[config.mk]
export PLATFORM = sky130hd
export DESIGN_NAME = demux_1to4_reg
export DESIGN_NICKNAME = d
export VERILOG_FILES = /design/src/rtl/demux_1to4_reg_pkg.sv /design/src/rtl/demux_1to4_reg_decode.sv /design/src/rtl/demux_1to4_reg.sv
export SDC_FILE = /design/constraint.sdc
export NUM_CORES = 1
export LEC_CHECK = 0
export ABC_CLOCK_PERIOD_IN_PS = 1000
export CAP_MARGIN = 20
export CORE_AREA = 2 2 39 41
export DETAILED_ROUTE_END_ITERATION = 8
export DIE_AREA = 0 0 41 43
export PLACE_DENSITY = 0.57
export SETUP_SLACK_MARGIN = 0.02
export SYNTH_ARGS = -nofsm -noshare
export SYNTH_HDL_FRONTEND = slang
export SYNTH_HIERARCHICAL = 1
export SYNTH_SLANG_ARGS = --single-unit
[constraint.sdc]
create_clock -name clk -period 1 [get_ports clk]
set_input_delay 0.2 -clock clk [delete_from_list [all_inputs] [get_ports clk]]
set_output_delay 0.2 -clock clk [all_outputs]
set_load 0.1 [all_outputs]
[src/rtl/demux_1to4_reg_pkg.sv]
// Shared lane-count and select-width constants for the mux/demux family.
package demux_1to4_reg_pkg;
    localparam int NUM_LANES = 4;
    localparam int SEL_W     = 2;
endpackage

[src/rtl/demux_1to4_reg_decode.sv]
// Combinational 2-to-4 one-hot decoder; bit k is high when sel_i == k.
module demux_1to4_reg_decode
    import demux_1to4_reg_pkg::*;
(
    input  logic [SEL_W-1:0]     sel_i,
    output logic [NUM_LANES-1:0] oh_o
);
    always_comb begin
        oh_o        = '0;
        oh_o[sel_i] = 1'b1;
    end
endmodule

[src/rtl/demux_1to4_reg.sv]
// Registered 1-to-4 demultiplexer: steers `in` to the lane chosen by {s1,s0},
// zeroing the other lanes, with a one-hot record of the last routed lane.
module demux_1to4_reg
    import demux_1to4_reg_pkg::*;
#(
    parameter int WIDTH = 1
) (
    input  logic                 clk,
    input  logic                 rst,
    input  logic [WIDTH-1:0]     in,
    input  logic                 s1,
    input  logic                 s0,
    input  logic                 en,
    output logic [WIDTH-1:0]     d0,
    output logic [WIDTH-1:0]     d1,
    output logic [WIDTH-1:0]     d2,
    output logic [WIDTH-1:0]     d3,
    output logic [NUM_LANES-1:0] sel_oh
);
    logic [SEL_W-1:0]                sel;
    logic [NUM_LANES-1:0]            dec_oh;
    logic [NUM_LANES-1:0][WIDTH-1:0] lane_q, lane_d;
    logic [NUM_LANES-1:0]            oh_q, oh_d;

    assign sel = {s1, s0};

    demux_1to4_reg_decode u_decode (
        .sel_i (sel),
        .oh_o  (dec_oh)
    );

    // The decoded one-hot both gates data into each lane and becomes sel_oh.
    always_comb begin
        lane_d = lane_q;
        oh_d   = oh_q;
        if (en) begin
            for (int k = 0; k < NUM_LANES; k++) begin
                lane_d[k] = dec_oh[k] ? in : '0;
            end
            oh_d = dec_oh;
        end
    end

    always_ff @(posedge clk or posedge rst) begin
        if (rst) begin
            lane_q <= '0;
            oh_q   <= '0;
        end else begin
            lane_q <= lane_d;
            oh_q   <= oh_d;
        end
    end

    assign d0     = lane_q[0];
    assign d1     = lane_q[1];
    assign d2     = lane_q[2];
    assign d3     = lane_q[3];
    assign sel_oh = oh_q;
endmodule

==> results.md, run 1 <==
* Min-delay worst type: in -> async
* First-pass GRT wire length at 1179 um
* Slew @ Worst Pin at 0.2999 ns
* Failing checks: negative setup slack
* Critical path type: reg -> out
* Most common cell in the netlist: dfrtp_1
* Maximum VDD drop at 0.7810 mV
* Port Buffer Count at 13
* Final setup vio count at 8
* Mapped Area at 349.1 um2
* Clk sink count at 8
* # hold bufs at CTS at 0
* Synth cell types at 11
* Max_cap viols at 0
* Top-area cell type share of the netlist area at 57.35%
* Area growth syn-to-layout at 84.95%
* Post-route ant nets at 0
* Peak Freq at 901.8 MHz
* Pwr dens at 1533 nW/um2
* Final period util at 110.9%
* FF-to-FF path depth at 2
* Antenna violations before repair at 0
* Combinational family with the most area after synthesis: multiplexers
* Post-route cell area at 645.6 um2
* Via Count at 273
* Reg-to-Reg End: sel_oh[0]
* Top cell type by total area after synthesis: dfrtp_1
* Final Max Tran Viols at 0
* CTS tree: done
* Reg2reg setup slack at 0.07 ns
* Main synth FF type: dfrtp_1
* Worst Setup End Kind: output pin
* Ys async rst share at 100.0%
* Post-Place Setup Slack at -0.3372 ns
* R2r startpoint: sel_oh[0]
* Synth Area in XOR/XNOR at 0%
* H-Tree Depth at 1
* Vias per std cell at 4.200
* Mean area per synthesized cell at 11.64 um2
* DRC Markers at 0
* Commonest cells post-synth: 8 x dfrtp_1, 5 x inv_1, 4 x nand3_1, 4 x o21ai_0
* Layout cells sized above 1 at 59.18%
* Synth Area in Adders at 0%
* Total congestion overflow at 0
* Cells along the critical path: buf_12
* Std cell rows at 14
* Vias in the first global route at 265
* Total Die Area at 1763 um2
* Seq/Total Area, Yosys at 57.35%
* Longest Clk Path Bufs at 2
* Crit Path Max Fanout at 2
* Placed Cells at 59
* GPL Wtd Cong at 0.7315
* Critical path depth in cells at 1
* Setup crit start kind: flip-flop
* Leak at 0.2909 nW
* Min Tclk post-route at 1.109 ns
* CP peak stage delay at 0.49 ns
* CTS root buf: clkbuf_4
* Power, Total at 0.0009897 W
* Complex-gate fraction of the synthesized area at 5.735%
* Clock skew at 0 ns
* Die width at 41 um
* RSZ-0062 raised after global routing: yes
* Synth Register Bits at 8
* CP Capture Point: sel_oh[1]
* Drt total wl at 711 um
* DR pass1 iterations at 1
* Placed cell area at 593.1 um2
* Post-synth EDFFs at 0
* Cells after Synth at 30
* Starting Density at 25.23%
* Outcome: finished, violations left
* Top Ports at 14
* Antenna diodes at 0
* Largest net degree at the start of global routing at 9
* Relative slew margins at 79.98%
* Die H at 43 um
* Total GRT Usage at 10.64%
* Setup ws final at -0.1089 ns
* Final Hold Fails at 0
* Post-synthesis mux area share at 15.05%
* YS warnings at 6
* Hold Slack at 0.1960 ns
* Core Region at 1384 um2
* Clk_lat worst skew at 0.25 ns
* CP max-delay cell: dfrtp_4
* Arrival @ worst endpoint at 0.91 ns
* Buf+Inv Stages, Crit Path at 1
* Syn_nets at 36
* Worst-path clk slew at 0.05 ns
* Simple-gate area share of the yosys netlist at 13.26%
* Wire per inst at 10.94 um
* CTS buffer count at 3
* Synth area leaders: dfrtp_1 57%, mux2_4 8.6%, mux2_2 6.5%
* CP startpoint: sel_oh[1]
* Top delay family on crit path: flip-flops
* Nets at 57
* 1st-iter DRT viols at 0
* Non-filler cells, final at 65
* Hpwl dp at 511.4 um
* Required @ worst endpoint at 0.80 ns
==> registers in the layout, summed over array words and instances, names as in the netlist <==
register  cells
d1            1
d2            1
d0            1
d3            1
sel_oh        4
==> what timing repair did <==
| action | CTS | global route |
|---|---|---|
| buffers inserted | 3 | 0 |
| gates resized for setup | 4 | 1 |
| endpoints found under the setup margin | 12 | 10 |
==> layout make-up <==
class | instances | area [um2]
Clock buffer | 3 | 22.52
Fill cell | 135 | 738.2
Inverter | 5 | 18.77
Multi-Input combinational cell | 16 | 122.6
Sequential cell | 8 | 217.7
Tap cell | 16 | 20.02
Timing Repair Buffer | 17 | 244.0
==> placed cells by master (no fill, tap or decap), types with 2 or more instances in the layout <==
| cell | synthesis | routed |
|---|---|---|
| buf_12 | 0 | 8 |
| inv_1 | 5 | 5 |
| dfrtp_2 | 0 | 5 |
| nand3_1 | 4 | 4 |
| o21ai_0 | 4 | 4 |
| mux2_4 | 2 | 3 |
| clkbuf_4 | 0 | 3 |
| buf_4 | 0 | 3 |
| dfrtp_4 | 0 | 3 |
| clkdlybuf4s50_1 | 0 | 2 |
| dlygate4sd2_1 | 0 | 2 |
==> how the worst min path moves through the flow <==
stage | slack (ns) | startpoint | depth (start not counted) | endpoint
floorplan | 0.02 | rst | 1 | sel_oh[1]
global placement | 0.47 | rst | 2 | sel_oh[1]
detailed placement | 0.47 | rst | 2 | sel_oh[1]
CTS | 0.20 | rst | 2 | sel_oh[2]
global route | 0.23 | rst | 2 | sel_oh[2]
finish | 0.20 | rst | 2 | sel_oh[2]
==> layer usage <==
layer  part of all wire [%]  global-route usage, %
met1                     47                  15.23
met2                     45                  11.56
met3                    8.2                  5.236
met4                      0                  8.000
met5                      0                      0
==> cells by family after synthesis <==
| group | Yosys count |
|---|---|
| DFF | 8 |
| and+or+nand+nor | 8 |
| buffers and inverters | 6 |
| AOI/OAI and AO/OA | 4 |
| muxes | 4 |
==> where the power goes <==
| group | switching, W | total, W | internal [W] |
|---|---|---|---|
| combinational | 0.000222 | 0.000367 | 0.000145 |
| clock | 0.000104 | 0.000241 | 0.000137 |
| sequential | 0.0000248 | 0.000382 | 0.000357 |
| total | 0.000350 | 0.000990 | 0.000639 |
==> stage by stage <==
stage / TNS (ns) / utilization, %
floorplan: -0.1098 / -
global placement: -1.610 / 42.86
detailed placement: -1.771 / 42.86
CTS: -0.6137 / 46.47
global route: -0.7453 / 46.65
finish: -0.5014 / 46.65
No activity file was read; power rests on OpenSTA's default activity.
==> run 2: changes to the inputs <==
PLACE_DENSITY = not set   (was 0.57)
PLACE_DENSITY_LB_ADDON = 0.1   (was not set)
==> results.md, run 2 (synthesized netlist as in run 1, its figures left out) <==
* Worst Setup End Kind: output pin
* Commonest non-fill, non-tap cells in the layout: 9 x buf_12, 5 x inv_1, 5 x dfrtp_2
* Total GRT Usage at 9.929%
* DRC Markers at 0
* Layout cells sized above 1 at 58.33%
* CP Capture Point: sel_oh[1]
* Buf+Inv Stages, Crit Path at 1
* Starting Density at 25.23%
* Commonest non-fill, non-tap cell in the layout: buf_12
* Nets at 56
* Via Count at 269
* Critical path type: reg -> out
* Critical path depth in cells at 1
* Setup ws final at -0.1047 ns
* Min Tclk post-route at 1.105 ns
* 1st-iter DRT viols at 0
* CP startpoint: sel_oh[1]
* Number of flip-flops under the largest register name at 4
* Met2 wire len at 333 um
* Final Hold Fails at 0
* Relative slew margins at 80.29%
* DR WL met3 at 50 um
* Required @ worst endpoint at 0.80 ns
* Slew @ Worst Pin at 0.2954 ns
* Clk sink count at 8
* Area growth syn-to-layout at 83.15%
* Port Buffer Count at 13
* Core Region at 1384 um2
* Number of fill cells in the layout at 129
* Reg2reg setup slack at 0.02 ns
* Power, Total at 0.0009829 W
* CP peak stage delay at 0.49 ns
* Final period util at 110.5%
* Peak Freq at 905.2 MHz
* Min-delay worst type: in -> async
* Clock skew at 0 ns
* Arrival @ worst endpoint at 0.90 ns
* Die H at 43 um
* GPL Wtd Cong at 0.7295
* Clk_lat worst skew at 0.24 ns
* Post-route ant nets at 0
* Final setup vio count at 8
* Total Die Area at 1763 um2
* Largest net degree at the start of global routing at 13
* Routed metal-1 wirelength at 259 um
* CTS tree: done
* CTS root buf: clkbuf_4
* Setup crit start kind: flip-flop
* CP max-delay cell: dfrtp_4
* Antenna diodes at 0
* R2r startpoint: sel_oh[3]
* Antenna violations before repair at 0
* FF-to-FF path depth at 2
* Crit Path Max Fanout at 2
* Top delay family on crit path: flip-flops
* Std cell rows at 14
* Worst-path clk slew at 0.05 ns
* H-Tree Depth at 1
* Max_cap viols at 0
* Total congestion overflow at 0
* Setup TNS at -0.4730 ns
* Outcome: finished, violations left
* Vias per std cell at 4.203
* Longest Clk Path Bufs at 2
* Maximum VDD drop at 0.5248 mV
* Failing checks: negative setup slack
* Top layer in use: met3
* Leak at 0.2788 nW
* Die width at 41 um
* # hold bufs at CTS at 0
* CTS buffer count at 3
* RSZ-0062 raised after global routing: yes
* Reg-to-Reg End: sel_oh[3]
* Top Ports at 14
* Final Max Tran Viols at 0
* DR pass1 iterations at 1
* Vias in the first global route at 266
* Wire per inst at 10.05 um
* Pwr dens at 1537 nW/um2
* First-pass GRT wire length at 1159 um
* Cells along the critical path: buf_12
* Drt total wl at 643 um
run 2: changes by cell type in the layout (fill, tap and decap cells not counted), sizes merged:
cell	change
dlygate4sd2	+1
dlymetal6s2s	-1
buf	-1
run 2: per-stage QoR:
| step | utilization, % | hold WS, ns | instances | cell area [um2] | worst slack, ns |
|---|---|---|---|---|---|
| floorplan | - | 0.01539 | 30 | 366.6 | -0.04192 |
| CTS | 45.66 | 0.2129 | 63 | 631.9 | -0.1126 |
| detailed placement | 43.76 | 0.4681 | 59 | 605.6 | -0.3151 |
| global route | 46.20 | 0.2387 | 64 | 639.4 | -0.1336 |
| global placement | 43.76 | 0.4636 | 59 | 605.6 | -0.2899 |
| finish | 46.20 | 0.1970 | 64 | 639.4 | -0.1047 |
run 2: how the worst min path moves through the flow:
stage | start | end | slack (ns) | depth (start not counted)
2_1_floorplan | rst | sel_oh[1] | 0.02 | 1
3_3_place_gp | rst | sel_oh[2] | 0.46 | 2
3_5_place_dp | rst | sel_oh[3] | 0.47 | 2
4_1_cts | rst | sel_oh[2] | 0.21 | 2
5_1_grt | rst | sel_oh[2] | 0.24 | 2
6_report | rst | sel_oh[2] | 0.20 | 2
run 2: cell type report:
type / instances / area (um2) / area share, %
repair buffers: 16 / 241.5 / 37.77
well taps: 16 / 20.02 / 3.131
clock buffers: 3 / 22.52 / 3.523
inverters: 5 / 18.77 / 2.935
flip-flops and latches: 8 / 217.7 / 34.05
multi-input cells: 16 / 118.9 / 18.59
run 2: report_power, final:
part / switching, W / internal (W) / total [W]
sequential: 0.0000254 / 0.000357 / 0.000383
combinational: 0.000220 / 0.000144 / 0.000364
clock: 0.0000999 / 0.000137 / 0.000237
total: 0.000345 / 0.000638 / 0.000983
run 2: per-layer routing:
| layer | up-vias | track usage (%) |
|---|---|---|
| li1 | 136 | - |
| met1 | 125 | 12.91 |
| met2 | 8 | 13.75 |
| met3 | 0 | 3.141 |
| met4 | 0 | 6.000 |
| met5 | - | 0 |
run 2: what timing repair did:
item | 4_1_cts | 5_1_grt
setup buffers | 1 | 1
resized for setup | 3 | 0
endpoints found under the setup margin | 12 | 8
==> run 3: changes to the inputs <==
ABC_CLOCK_PERIOD_IN_PS = 1200   (was 1000)
SETUP_SLACK_MARGIN = not set   (was 0.02)
clock period = 1.2 ns   (was 1 ns; I/O delays follow)
==> results.md, run 3 (synthesized netlist as in run 1, its figures left out) <==
* Outcome: finished clean
* RSZ-0062 raised after global routing: no
* Antenna violations before repair at 0
* Drt total wl at 776 um
* Total GRT Usage at 11.78%
* Top delay family on crit path: flip-flops
* Clk sink count at 8
* Peak Freq at 904.4 MHz
* Clk_lat worst skew at 0.25 ns
* CTS tree: done
* Wire per inst at 12.32 um
* Commonest non-fill, non-tap cells in the layout: 9 x buf_12, 5 x inv_1, 5 x dfrtp_2, 5 x clkdlybuf4s50_1
* Arrival @ worst endpoint at 0.87 ns
* Longest Clk Path Bufs at 2
* Vias in the first global route at 257
* Hold Slack at 0.2304 ns
* Min Tclk post-route at 1.106 ns
* Final setup vio count at 0
* Top Ports at 14
* Min-delay worst type: in -> async
* CTS root buf: clkbuf_4
* Slew @ Worst Pin at 0.3382 ns
* Largest net degree at the start of global routing at 13
* CP peak stage delay at 0.43 ns
* CP max-delay cell: dfrtp_2
* Starting Density at 25.23%
* Via Count at 271
* Setup crit start kind: flip-flop
* Buf+Inv Stages, Crit Path at 1
* Port Buffer Count at 13
* Final Max Tran Viols at 0
* GPL Wtd Cong at 0.7305
* Final core utilization at 44.85%
* H-Tree Depth at 1
* Die H at 43 um
* Die width at 41 um
* # resized after CTS at 0
* Core Region at 1384 um2
* Area growth syn-to-layout at 77.78%
* Final Hold Fails at 0
* Std cell rows at 14
* Antenna diodes at 0
* Final period util at 92.14%
* DRC Markers at 0
* Postcts setup bufs at 0
* Maximum VDD drop at 0.5859 mV
* Layout cells sized above 1 at 48.94%
* Pwr dens at 1375 nW/um2
* Number of fill cells in the layout at 133
* DR pass1 iterations at 4
* First-pass GRT wire length at 1255 um
* Leak at 0.2704 nW
* 1st-iter DRT viols at 6
* CTS buffer count at 3
* Worst-path clk slew at 0.07 ns
* Relative slew margins at 77.43%
* Cells along the critical path: buf_12
* Nets at 54
* Vias per std cell at 4.302
* Total congestion overflow at 0
* # hold bufs at CTS at 0
* Critical path type: reg -> out
* Commonest non-fill, non-tap cell in the layout: buf_12
* Max_cap viols at 0
* Clock skew at 0 ns
* Total Die Area at 1763 um2
* Required @ worst endpoint at 0.96 ns
* Crit Path Max Fanout at 2
* Hpwl dp at 547.8 um
* Number of flip-flops under the largest register name at 4
* Worst Setup End Kind: output pin
* Power, Total at 0.0008533 W
* Setup TNS at 0 ns
* Post-route ant nets at 0
[run 3: layer usage]
metal  vias up  global-route usage, %  part of all wire [%]
li1        133                      -                     -
met1       127                  15.00                    41
met2        11                  15.63                    53
met3         0                  3.141                   6.2
met4         0                  10.00                     0
met5         -                      0                     0
[run 3: final timing paths]
kind | startpoint | cells after the start | slack, ns | to
max | sel_oh[1] | 1 | 0.09 | sel_oh[1]
min in group clk | sel_oh[2] | 1 | 0.55 | sel_oh[2]
max reg2reg | sel_oh[1] | 1 | 0.38 | sel_oh[1]
max in group asynchronous | rst | 2 | 0.68 | sel_oh[0]
min | rst | 2 | 0.23 | d3
min reg2reg | sel_oh[2] | 1 | 0.55 | sel_oh[2]
[run 3: layout make-up]
class	count	area, um2	share of cell area (%)
Inverter	5	18.77	3.024
Sequential cell	8	206.4	33.27
Tap cell	16	20.02	3.226
Multi-Input combinational cell	16	118.9	19.15
Timing Repair Buffer	14	230.2	37.10
Clock buffer	4	26.28	4.234
[run 3: power by group]
group / internal (W) / leakage [nW] / switching, W
clock: 0.000128 / 0.0150 / 0.000110
combinational: 0.000118 / 0.157 / 0.000184
sequential: 0.000292 / 0.0986 / 0.0000211
total: 0.000538 / 0.270 / 0.000316
[run 3: per-stage QoR]
| step | instances | setup WS (ns) | instance area, um2 |
|---|---|---|---|
| 2_1_floorplan | 30 | 0.003934 | 355.3 |
| 3_3_place_gp | 59 | -0.1304 | 594.3 |
| 3_5_place_dp | 59 | -0.1812 | 594.3 |
| 4_1_cts | 63 | 0.08449 | 620.6 |
| 5_1_grt | 63 | 0.06579 | 620.6 |
| 6_report | 63 | 0.09430 | 620.6 |
